$ cat config.mk
export PLATFORM = sky130hd
export DESIGN_NAME = scr1_dpmem_dma
export DESIGN_NICKNAME = d
export VERILOG_FILES = /design/src/rtl/scr1_dpmem_dma_pkg.sv /design/src/rtl/scr1_dpmem_dma.sv
export SDC_FILE = /design/constraint.sdc
export NUM_CORES = 1
export LEC_CHECK = 0
export ABC_AREA = 1
export CORE_MARGIN = 2
export CORE_UTILIZATION = 26
export DETAILED_ROUTE_END_ITERATION = 12
export HOLD_SLACK_MARGIN = 0.12
export PLACE_DENSITY = 0.54
export SLEW_MARGIN = 20
export SYNTH_ARGS = -nofsm -noshare
export SYNTH_HDL_FRONTEND = slang
export SYNTH_SLANG_ARGS = --single-unit
$ cat constraint.sdc
create_clock -name clk -period 2.71 [get_ports clk]
set_input_delay 0.4065 -clock clk [delete_from_list [all_inputs] [get_ports clk]]
set_output_delay 0.4065 -clock clk [all_outputs]
set_load 0.01 [all_outputs]
$ cat src/rtl/scr1_dpmem_dma_pkg.sv
// Shared types for the dual-port memory DMA engine: FSM states, status codes
// and command mode encodings.
package scr1_dpmem_dma_pkg;

    typedef enum logic [1:0] {
        ST_IDLE  = 2'd0,
        ST_RUN   = 2'd1,
        ST_DRAIN = 2'd2,
        ST_FIN   = 2'd3
    } dma_state_e;

    typedef enum logic [1:0] {
        STAT_OK      = 2'b00,
        STAT_RANGE   = 2'b01,
        STAT_OVERLAP = 2'b10,
        STAT_ABORTED = 2'b11
    } dma_status_e;

    localparam logic MODE_COPY = 1'b0;
    localparam logic MODE_FILL = 1'b1;

endpackage

$ cat src/rtl/scr1_dpmem_dma.sv
// Word-granular COPY/FILL engine for a dual-port RAM: port A reads, port B writes.
// Reads have one cycle of latency, so COPY writes trail reads by one cycle.
module scr1_dpmem_dma
    import scr1_dpmem_dma_pkg::*;
#(
    parameter int SCR1_WIDTH  = 32,
    parameter int SCR1_SIZE   = 32'h00010000,
    parameter int SCR1_NBYTES = SCR1_WIDTH / 8,
    localparam int AW    = $clog2(SCR1_SIZE) - 2,
    localparam int WORDS = SCR1_SIZE / SCR1_NBYTES
) (
    input  logic                   clk,
    input  logic                   rst,
    input  logic                   start,
    input  logic                   mode,
    input  logic [AW-1:0]          src_addr,
    input  logic [AW-1:0]          dst_addr,
    input  logic [AW:0]            len,
    input  logic [SCR1_WIDTH-1:0]  fill_data,
    input  logic [SCR1_NBYTES-1:0] fill_be,
    input  logic                   abort,
    output logic                   busy,
    output logic                   done,
    output logic [1:0]             status,
    output logic                   mem_rena,
    output logic [AW-1:0]          mem_addra,
    input  logic [SCR1_WIDTH-1:0]  mem_qa,
    output logic                   mem_renb,
    output logic                   mem_wenb,
    output logic [SCR1_NBYTES-1:0] mem_webb,
    output logic [AW-1:0]          mem_addrb,
    output logic [SCR1_WIDTH-1:0]  mem_datab
);

    localparam logic [AW+1:0] WORDS_W = (AW+2)'(WORDS);

    dma_state_e              r_state;
    dma_state_e              w_state_nxt;
    dma_status_e             r_status;
    logic                    r_mode;
    logic [AW-1:0]           r_rd_addr;
    logic [AW-1:0]           r_wr_addr;
    logic [AW:0]             r_remain;
    logic [SCR1_WIDTH-1:0]   r_fill_data;
    logic [SCR1_NBYTES-1:0]  r_fill_be;
    logic                    r_rd_vld;

    logic [AW+1:0]           w_src_end;
    logic [AW+1:0]           w_dst_end;
    logic                    w_range;
    logic                    w_overlap;
    logic                    w_accept;
    logic                    w_rena;
    logic                    w_wenb;

    // Command checks are evaluated on the raw inputs during the start cycle.
    assign w_src_end = {2'b00, src_addr} + {1'b0, len};
    assign w_dst_end = {2'b00, dst_addr} + {1'b0, len};
    assign w_range   = ((mode == MODE_COPY) && (w_src_end > WORDS_W)) || (w_dst_end > WORDS_W);
    assign w_overlap = (mode == MODE_COPY) && (src_addr < dst_addr) && ({2'b00, dst_addr} < w_src_end);
    assign w_accept  = (r_state == ST_IDLE) && start;

    always_ff @(posedge clk or posedge rst) begin
        if (rst) begin
            r_state <= ST_IDLE;
        end else begin
            r_state <= w_state_nxt;
        end
    end

    // NOTE: every signal driven here gets a default first so no latch is inferred.
    always_comb begin
        w_state_nxt = r_state;
        busy        = 1'b0;
        done        = 1'b0;
        w_rena      = 1'b0;
        w_wenb      = 1'b0;
        case (r_state)
            ST_IDLE: begin
                if (start) begin
                    w_state_nxt = (w_range || w_overlap || (len == '0)) ? ST_FIN : ST_RUN;
                end
            end
            ST_RUN: begin
                busy   = 1'b1;
                w_rena = (r_mode == MODE_COPY);
                w_wenb = (r_mode == MODE_FILL) || r_rd_vld;
                if (abort) begin
                    w_state_nxt = ST_FIN;
                end else if (r_remain == (AW+1)'(1)) begin
                    w_state_nxt = (r_mode == MODE_COPY) ? ST_DRAIN : ST_FIN;
                end
            end
            ST_DRAIN: begin
                busy        = 1'b1;
                w_wenb      = r_rd_vld;
                w_state_nxt = ST_FIN;
            end
            ST_FIN: begin
                done        = 1'b1;
                w_state_nxt = ST_IDLE;
            end
            default: w_state_nxt = ST_IDLE;
        endcase
    end

    // NOTE: sequential state uses non-blocking assignments so all registers update together.
    always_ff @(posedge clk or posedge rst) begin
        if (rst) begin
            r_status    <= STAT_OK;
            r_mode      <= MODE_COPY;
            r_rd_addr   <= '0;
            r_wr_addr   <= '0;
            r_remain    <= '0;
            r_fill_data <= '0;
            r_fill_be   <= '0;
            r_rd_vld    <= 1'b0;
        end else begin
            // A read aborted in flight must not turn into a write.
            r_rd_vld <= w_rena && !abort;
            if (w_accept) begin
                r_mode      <= mode;
                r_rd_addr   <= src_addr;
                r_wr_addr   <= dst_addr;
                r_remain    <= len;
                r_fill_data <= fill_data;
                r_fill_be   <= fill_be;
                r_status    <= w_range ? STAT_RANGE : (w_overlap ? STAT_OVERLAP : STAT_OK);
            end
            if (w_rena) begin
                r_rd_addr <= r_rd_addr + AW'(1);
            end
            if (w_wenb) begin
                r_wr_addr <= r_wr_addr + AW'(1);
            end
            if (r_state == ST_RUN) begin
                r_remain <= r_remain - (AW+1)'(1);
            end
            if (busy && abort) begin
                r_status <= STAT_ABORTED;
            end
        end
    end

    // Addresses and data are gated by their strobes so an idle bus reads all zero.
    assign mem_rena  = w_rena;
    assign mem_addra = w_rena ? r_rd_addr : '0;
    assign mem_renb  = 1'b0;
    assign mem_wenb  = w_wenb;
    assign mem_webb  = w_wenb ? ((r_mode == MODE_FILL) ? r_fill_be : '1) : '0;
    assign mem_addrb = w_wenb ? r_wr_addr : '0;
    assign mem_datab = w_wenb ? ((r_mode == MODE_FILL) ? r_fill_data : mem_qa) : '0;
    assign status    = r_status;

endmodule

Word level (Yosys, flattened, before mapping) --
Cells that the tools add are included.
Storage, ports and cells: bits in registers 85, input port bits 116
Cells by class: add/subtract/negate cells 5, magnitude comparators 4, reduce and logical (&&, ||, !) cells 19, equal/unequal tests 6, muxes and demuxes 26, bitwise gates (word level) 2
Operators with widths (number):
- 14-bit two-way mux | 6
- 32-bit two-way mux | 2
- 14-bit by 15-bit adder with 16-bit output | 2
- 16-bit by 15-bit > comparator with 1-bit output, second input constant | 2
- 15-bit two-way mux | 2
- 14-bit by 1-bit adder with 14-bit output, second input constant | 2
- 14-bit by 16-bit less-than comparator with 1-bit output | 1
- 2-bit two-way mux | 8
- 15-bit by 1-bit equality test with 1-bit output, second input constant | 1
- 15-bit logical NOT | 1
- 15-bit by 1-bit subtractor with 15-bit output, second input constant | 1
- 14-bit less-than comparator | 1
- 4-bit two-way mux | 2
- 2-bit one-hot mux with 4 select lines | 1
- 2-bit nonzero test | 4
- 1-bit logical AND | 6
- 2-bit equality test, second input constant | 2
- 1-bit logical OR | 4
- 1-bit two-way mux | 4
- 3-bit inequality test, second input constant | 1
- 2-bit by 1-bit equality test with 1-bit output, second input constant | 1
- 2-bit logical NOT | 1
- 2-bit inequality test, second input constant | 1
- 1-bit NOT | 2
- other kinds (4) | 4

Longest topological paths before layout --
word-level depth 9, mapped depth 21

Worst setup path after synthesis --
OpenSTA, ideal clock, no wires.
kind in2reg, start point input port src_addr[0], end point register r_state[1], arrival time 2.495 ns, library setup time 0.121 ns, stages 20, path slack 0.094 ns, data required time 2.589 ns, path buffers 0, cell sequence ha_1 > inv_1 > fa_1 > inv_1 > nand2_1 > nand2_1 > nand3_1 > nand2_1 > nand2_1 > nand2_1 > inv_1 > ha_1 > nand2_1 > o21a_1 > a21oi_1 > nand4_1 > nand4_1 > nand2_1 > o21bai_1 > nand2_1
Between the ends: word-level cells in the longest chain between the ends 9, elaborated cells on any way between the ends 13, those cells by class add/sub: 1; order compare: 3; mux: 3; reduce/logical: 6
RTL lines:
- from (decl) | RTL line scr1_dpmem_dma.sv:16 | input logic [AW-1:0] src_addr,
- 14-bit by 15-bit adder with 16-bit output | RTL line scr1_dpmem_dma.sv:57 | assign w_src_end = {2'b00, src_addr} + {1'b0, len};
- 16-bit by 15-bit > comparator with 1-bit output | RTL line scr1_dpmem_dma.sv:59 | assign w_range = ((mode == MODE_COPY) && (w_src_end > WORDS_W)) || (w_dst_end > WORDS_W);
- 1-bit logical AND | RTL line scr1_dpmem_dma.sv:59
- 1-bit logical OR | RTL line scr1_dpmem_dma.sv:59
- 1-bit logical OR (*) (2 in series) | RTL line scr1_dpmem_dma.sv:81 | w_state_nxt = (w_range || w_overlap || (len == '0)) ? ST_FIN : ST_RUN;
- 2-bit two-way mux (*) | RTL line scr1_dpmem_dma.sv:81
- 2-bit two-way mux (*) | RTL line scr1_dpmem_dma.sv:80 | if (start) begin
- 2-bit one-hot mux with 4 select lines (*) | RTL line scr1_dpmem_dma.sv:78 | case (r_state)
- to (signal assigned) | RTL line scr1_dpmem_dma.sv:67 | r_state <= w_state_nxt;
- to (decl) | RTL line scr1_dpmem_dma.sv:37 | dma_state_e r_state;
Mark *: on every way between the ends. The rest lies on a longest branch, timed or not. The select of a mux whose other input is x is not followed. A chain may end at the register's enable or synchronous reset.

Final worst setup path --
start point register r_state[1], end point output port mem_wenb
Between the ends: word-level cells in the longest chain between the ends 2, elaborated cells on any way between the ends 3, those cells by class eq/ne: 2; mux: 1
RTL lines:
- 2-bit equality test or 2-bit by 1-bit equality test with 1-bit output (tied branches) | RTL line scr1_dpmem_dma.sv:78
- 1-bit one-hot mux with 2 select lines (*) | RTL line scr1_dpmem_dma.sv:78
- to (decl) | RTL line scr1_dpmem_dma.sv:29 | output logic mem_wenb,
Mark *: on every way between the ends. The rest lies on a longest branch, timed or not.

==> summary.json <==
{
  "status": {
    "status": "complete, no violations"
  },
  "job": {
    "max_cap_viol_count": 0
  },
  "detailed_routing": {
    "first_iter_violations": 493,
    "routed_via_density": 4.613,
    "drt-wirelength-per-cell_um": 15.21,
    "dr_wl_met3_um": 1140,
    "amount_of_wire_on_met2_after_detailed_routing_um": 13360,
    "vias": 8672,
    "postRouteAntennaNets": 0,
    "firstDrtPassIters": 5,
    "drc_errors": 0,
    "top_layer_used": "met4",
    "drt_total_wl_um": 28590,
    "wirelength_met1_um": 13490
  },
  "synthesis": {
    "synth_cell_types": 48,
    "synth_enable_flop_cells": 0,
    "synth_sequential_area_ratio_pct": 27.70,
    "async_flop_share_pct": 100.0,
    "synth.net_count": 1390,
    "cell_area_after_technology_mapping_mm2": 0.007680,
    "synth_seq_cells": 85,
    "synth.top_cell.area_share_pct": 27.70,
    "yosys_warnings": 0,
    "syn_inst": 1209,
    "yosys.cell_count.top_type": "sky130_fd_sc_hd__nand2_1",
    "post_synth.cell_area_avg_um2": 6.352,
    "synth.top_cells.by_count": "sky130_fd_sc_hd__nand2_1, sky130_fd_sc_hd__inv_1, sky130_fd_sc_hd__nor2_1",
    "post_synth_main_area_contributors": "sky130_fd_sc_hd__dfrtp_1, sky130_fd_sc_hd__nand2_1, sky130_fd_sc_hd__ha_1",
    "synth_largest_area_cell": "sky130_fd_sc_hd__dfrtp_1",
    "ys_dominant_reg_cell": "sky130_fd_sc_hd__dfrtp_1"
  },
  "worst_setup_path": {
    "worstSetupStartpoint": "r_state[1]",
    "crit_fanout": 11,
    "highest_cell_delay_on_the_worst_timing_path_ns": 0.56,
    "required_ns": 2.30,
    "worst_setup_path_end_kind": "output pin",
    "critical_path_arrival_ns": 2.25,
    "crit_path_start_kind": "flop",
    "crit_type": "flop to output pin",
    "cp_slowest_cell": "sky130_fd_sc_hd__clkdlybuf4s50_1",
    "cp.buffers_inverters": 3,
    "r2r-start": "r_state[1]",
    "cp_top_family": "buffers and inverters",
    "crit_path_cell_trace": "inv_1 > ha_1 > o21ai_0 > a21oi_2 > buf_4 > clkdlybuf4s50_1"
  },
  "timing": {
    "rsz0062_at_grt": "yes",
    "worst-slew-pin-transition_ns": 0.5266,
    "worst_slew_margin_rel_pct": 64.90,
    "timing.final.crit_share_pct": 98.16,
    "worst_path_setup_slack_after_routing_ns": 0.05000,
    "finalSetupViolations": 0,
    "finalClockSkew_ns": 0.008752,
    "slew_violations": 0,
    "timing.final.hold_violations": 0,
    "period_minus_slack_ns": 2.660,
    "final.hold.worst_slack_ns": 0.3415,
    "top_achievable_clock_speed_mhz": 375.9
  },
  "die": {
    "die-width_um": 175.9,
    "start_util_pct": 26.61,
    "die_y_um": 175.9,
    "boundaryPins": 187,
    "coreArea_mm2": 0.02886,
    "die_area_mm2": 0.03093,
    "row_count": 62
  },
  "layout": {
    "drive_above_1_share_pct": 13.90,
    "nNetsFinal": 1672,
    "number_of_diodes": 0,
    "final_cell_area_mm2": 0.01125,
    "area_growth_pct": 46.51,
    "finish.cell_count_without_fillers": 1880,
    "finalCoreUtilization_pct": 38.99
  },
  "cts": {
    "cts.path.max_buffers": 2,
    "cts-buffers-inserted": 9,
    "clock-sinks": 85,
    "clock_tree.htree_level_count": 3,
    "cts_tree": "done",
    "cts.clk_slew.worst_paths_ns": 0.07,
    "clkLatencyLatePin_ns": 0.35,
    "clock_tree.root_cell": "sky130_fd_sc_hd__clkbuf_16"
  },
  "pwr": {
    "ir_worst_vdd_v": 0.0002956,
    "powerDensity_mw_per_mm2": 716.0,
    "p_leak_nw": 6.117
  },
  "placement": {
    "place.gp.congestion": 0.8905,
    "post-place-ws_ns": -0.7412,
    "port-buffer-count": 185,
    "placedCellCount": 1861,
    "dpl_cell_area_mm2": 0.01081,
    "detailedPlacementHpwl_um": 22940
  },
  "min_path": {
    "timing.hold.worst.class": "input pin to asynchronous set/reset pin"
  },
  "global_routing": {
    "maximum_number_of_pins_on_one_net_before_global_route_repair": 56,
    "grt.overflow.total": 0,
    "grt_pass1_vias": 8373,
    "grt_antenna_before_repair": 0,
    "grtUsageTotal_pct": 18.49,
    "grt_first_pass_wirelength_um": 45080
  }
}
-- through the flow --
step	total power, mW	TNS, ns
after floorplan	4.996	0
after global placement	6.781	-1.752
after detailed placement	6.836	-1.878
after CTS	8.099	-0.02836
after global routing	8.834	-0.09644
final	8.056	0
-- final cells by class --
cell class / instances / area [um^2]
multi-input combinational: 907 / 4913
clock inverter: 7 / 63.81
sequential: 85 / 2127
fill: 3101 / 17610
tap: 384 / 480.5
clock buffer: 9 / 225.2
timing repair buffer: 308 / 2765
inverter: 180 / 676.9
-- path summary, 6_finish.rpt --
kind	end	slack [ns]	cells after the start
setup / recovery	mem_wenb	0.05	6
hold / removal	r_fill_data[9]	0.34	2
setup reg to reg	r_wr_addr[5]	0.34	10
hold reg to reg	r_fill_data[2]	0.48	2
max in group asynchronous	r_fill_data[24]	1.74	3
min in group clk	r_rd_addr[0]	0.39	3
-- flip-flops by register name, indices dropped and copies added (netlist names) --
name         flops
r_mode           1
r_rd_vld         1
r_remain        15
r_fill_be        4
r_fill_data     32
r_state          2
status           2
r_wr_addr       14
r_rd_addr       14
-- what timing repair did --
action | CTS | global route
resized for setup | 73 | 58
setup endpoints to repair | 66 | 18
pin swaps | 0 | 5
setup buffers | 1 | 2
cloned | 0 | 0
hold buffers | 0 | 0
-- where the power goes --
group,total (mW),switching [mW],internal [mW]
combinational,4.52,2.70,1.81
clock,1.26,0.612,0.646
sequential,2.28,0.395,1.89
total,8.06,3.71,4.35
-- cell families after synthesis --
group	Yosys count	share of synthesized area (%)
compound gates	179	13.96
fa+ha+maj	65	10.79
xor+xnor	13	1.483
other cells	1	0.04883
simple gates	649	35.29
flops	85	27.70
buf+inv	217	10.74
-- placed cells by master (no fill, tap or decap), types with 13 or more instances in the layout --
cell type                         count
sky130_fd_sc_hd__dfrtp_1             85
sky130_fd_sc_hd__a21oi_1             73
sky130_fd_sc_hd__nor2_2              13
sky130_fd_sc_hd__nor2_1              96
sky130_fd_sc_hd__clkdlybuf4s50_1    105
sky130_fd_sc_hd__nand3_1             56
sky130_fd_sc_hd__o21ai_0             36
sky130_fd_sc_hd__nand2_1            426
sky130_fd_sc_hd__dlygate4sd2_1       51
sky130_fd_sc_hd__buf_4              119
sky130_fd_sc_hd__inv_1              169
sky130_fd_sc_hd__ha_1                52
sky130_fd_sc_hd__dlymetal6s2s_1      20
sky130_fd_sc_hd__nand4_1             15
-- routing by layer --
metal | GRT usage (%) | up-vias
li1 | - | 4437
met1 | 25.07 | 4045
met2 | 30.69 | 160
met3 | 2.662 | 30
met4 | 4.993 | 0
met5 | 0 | -
Note: power is estimated with default switching activity, not from simulation.
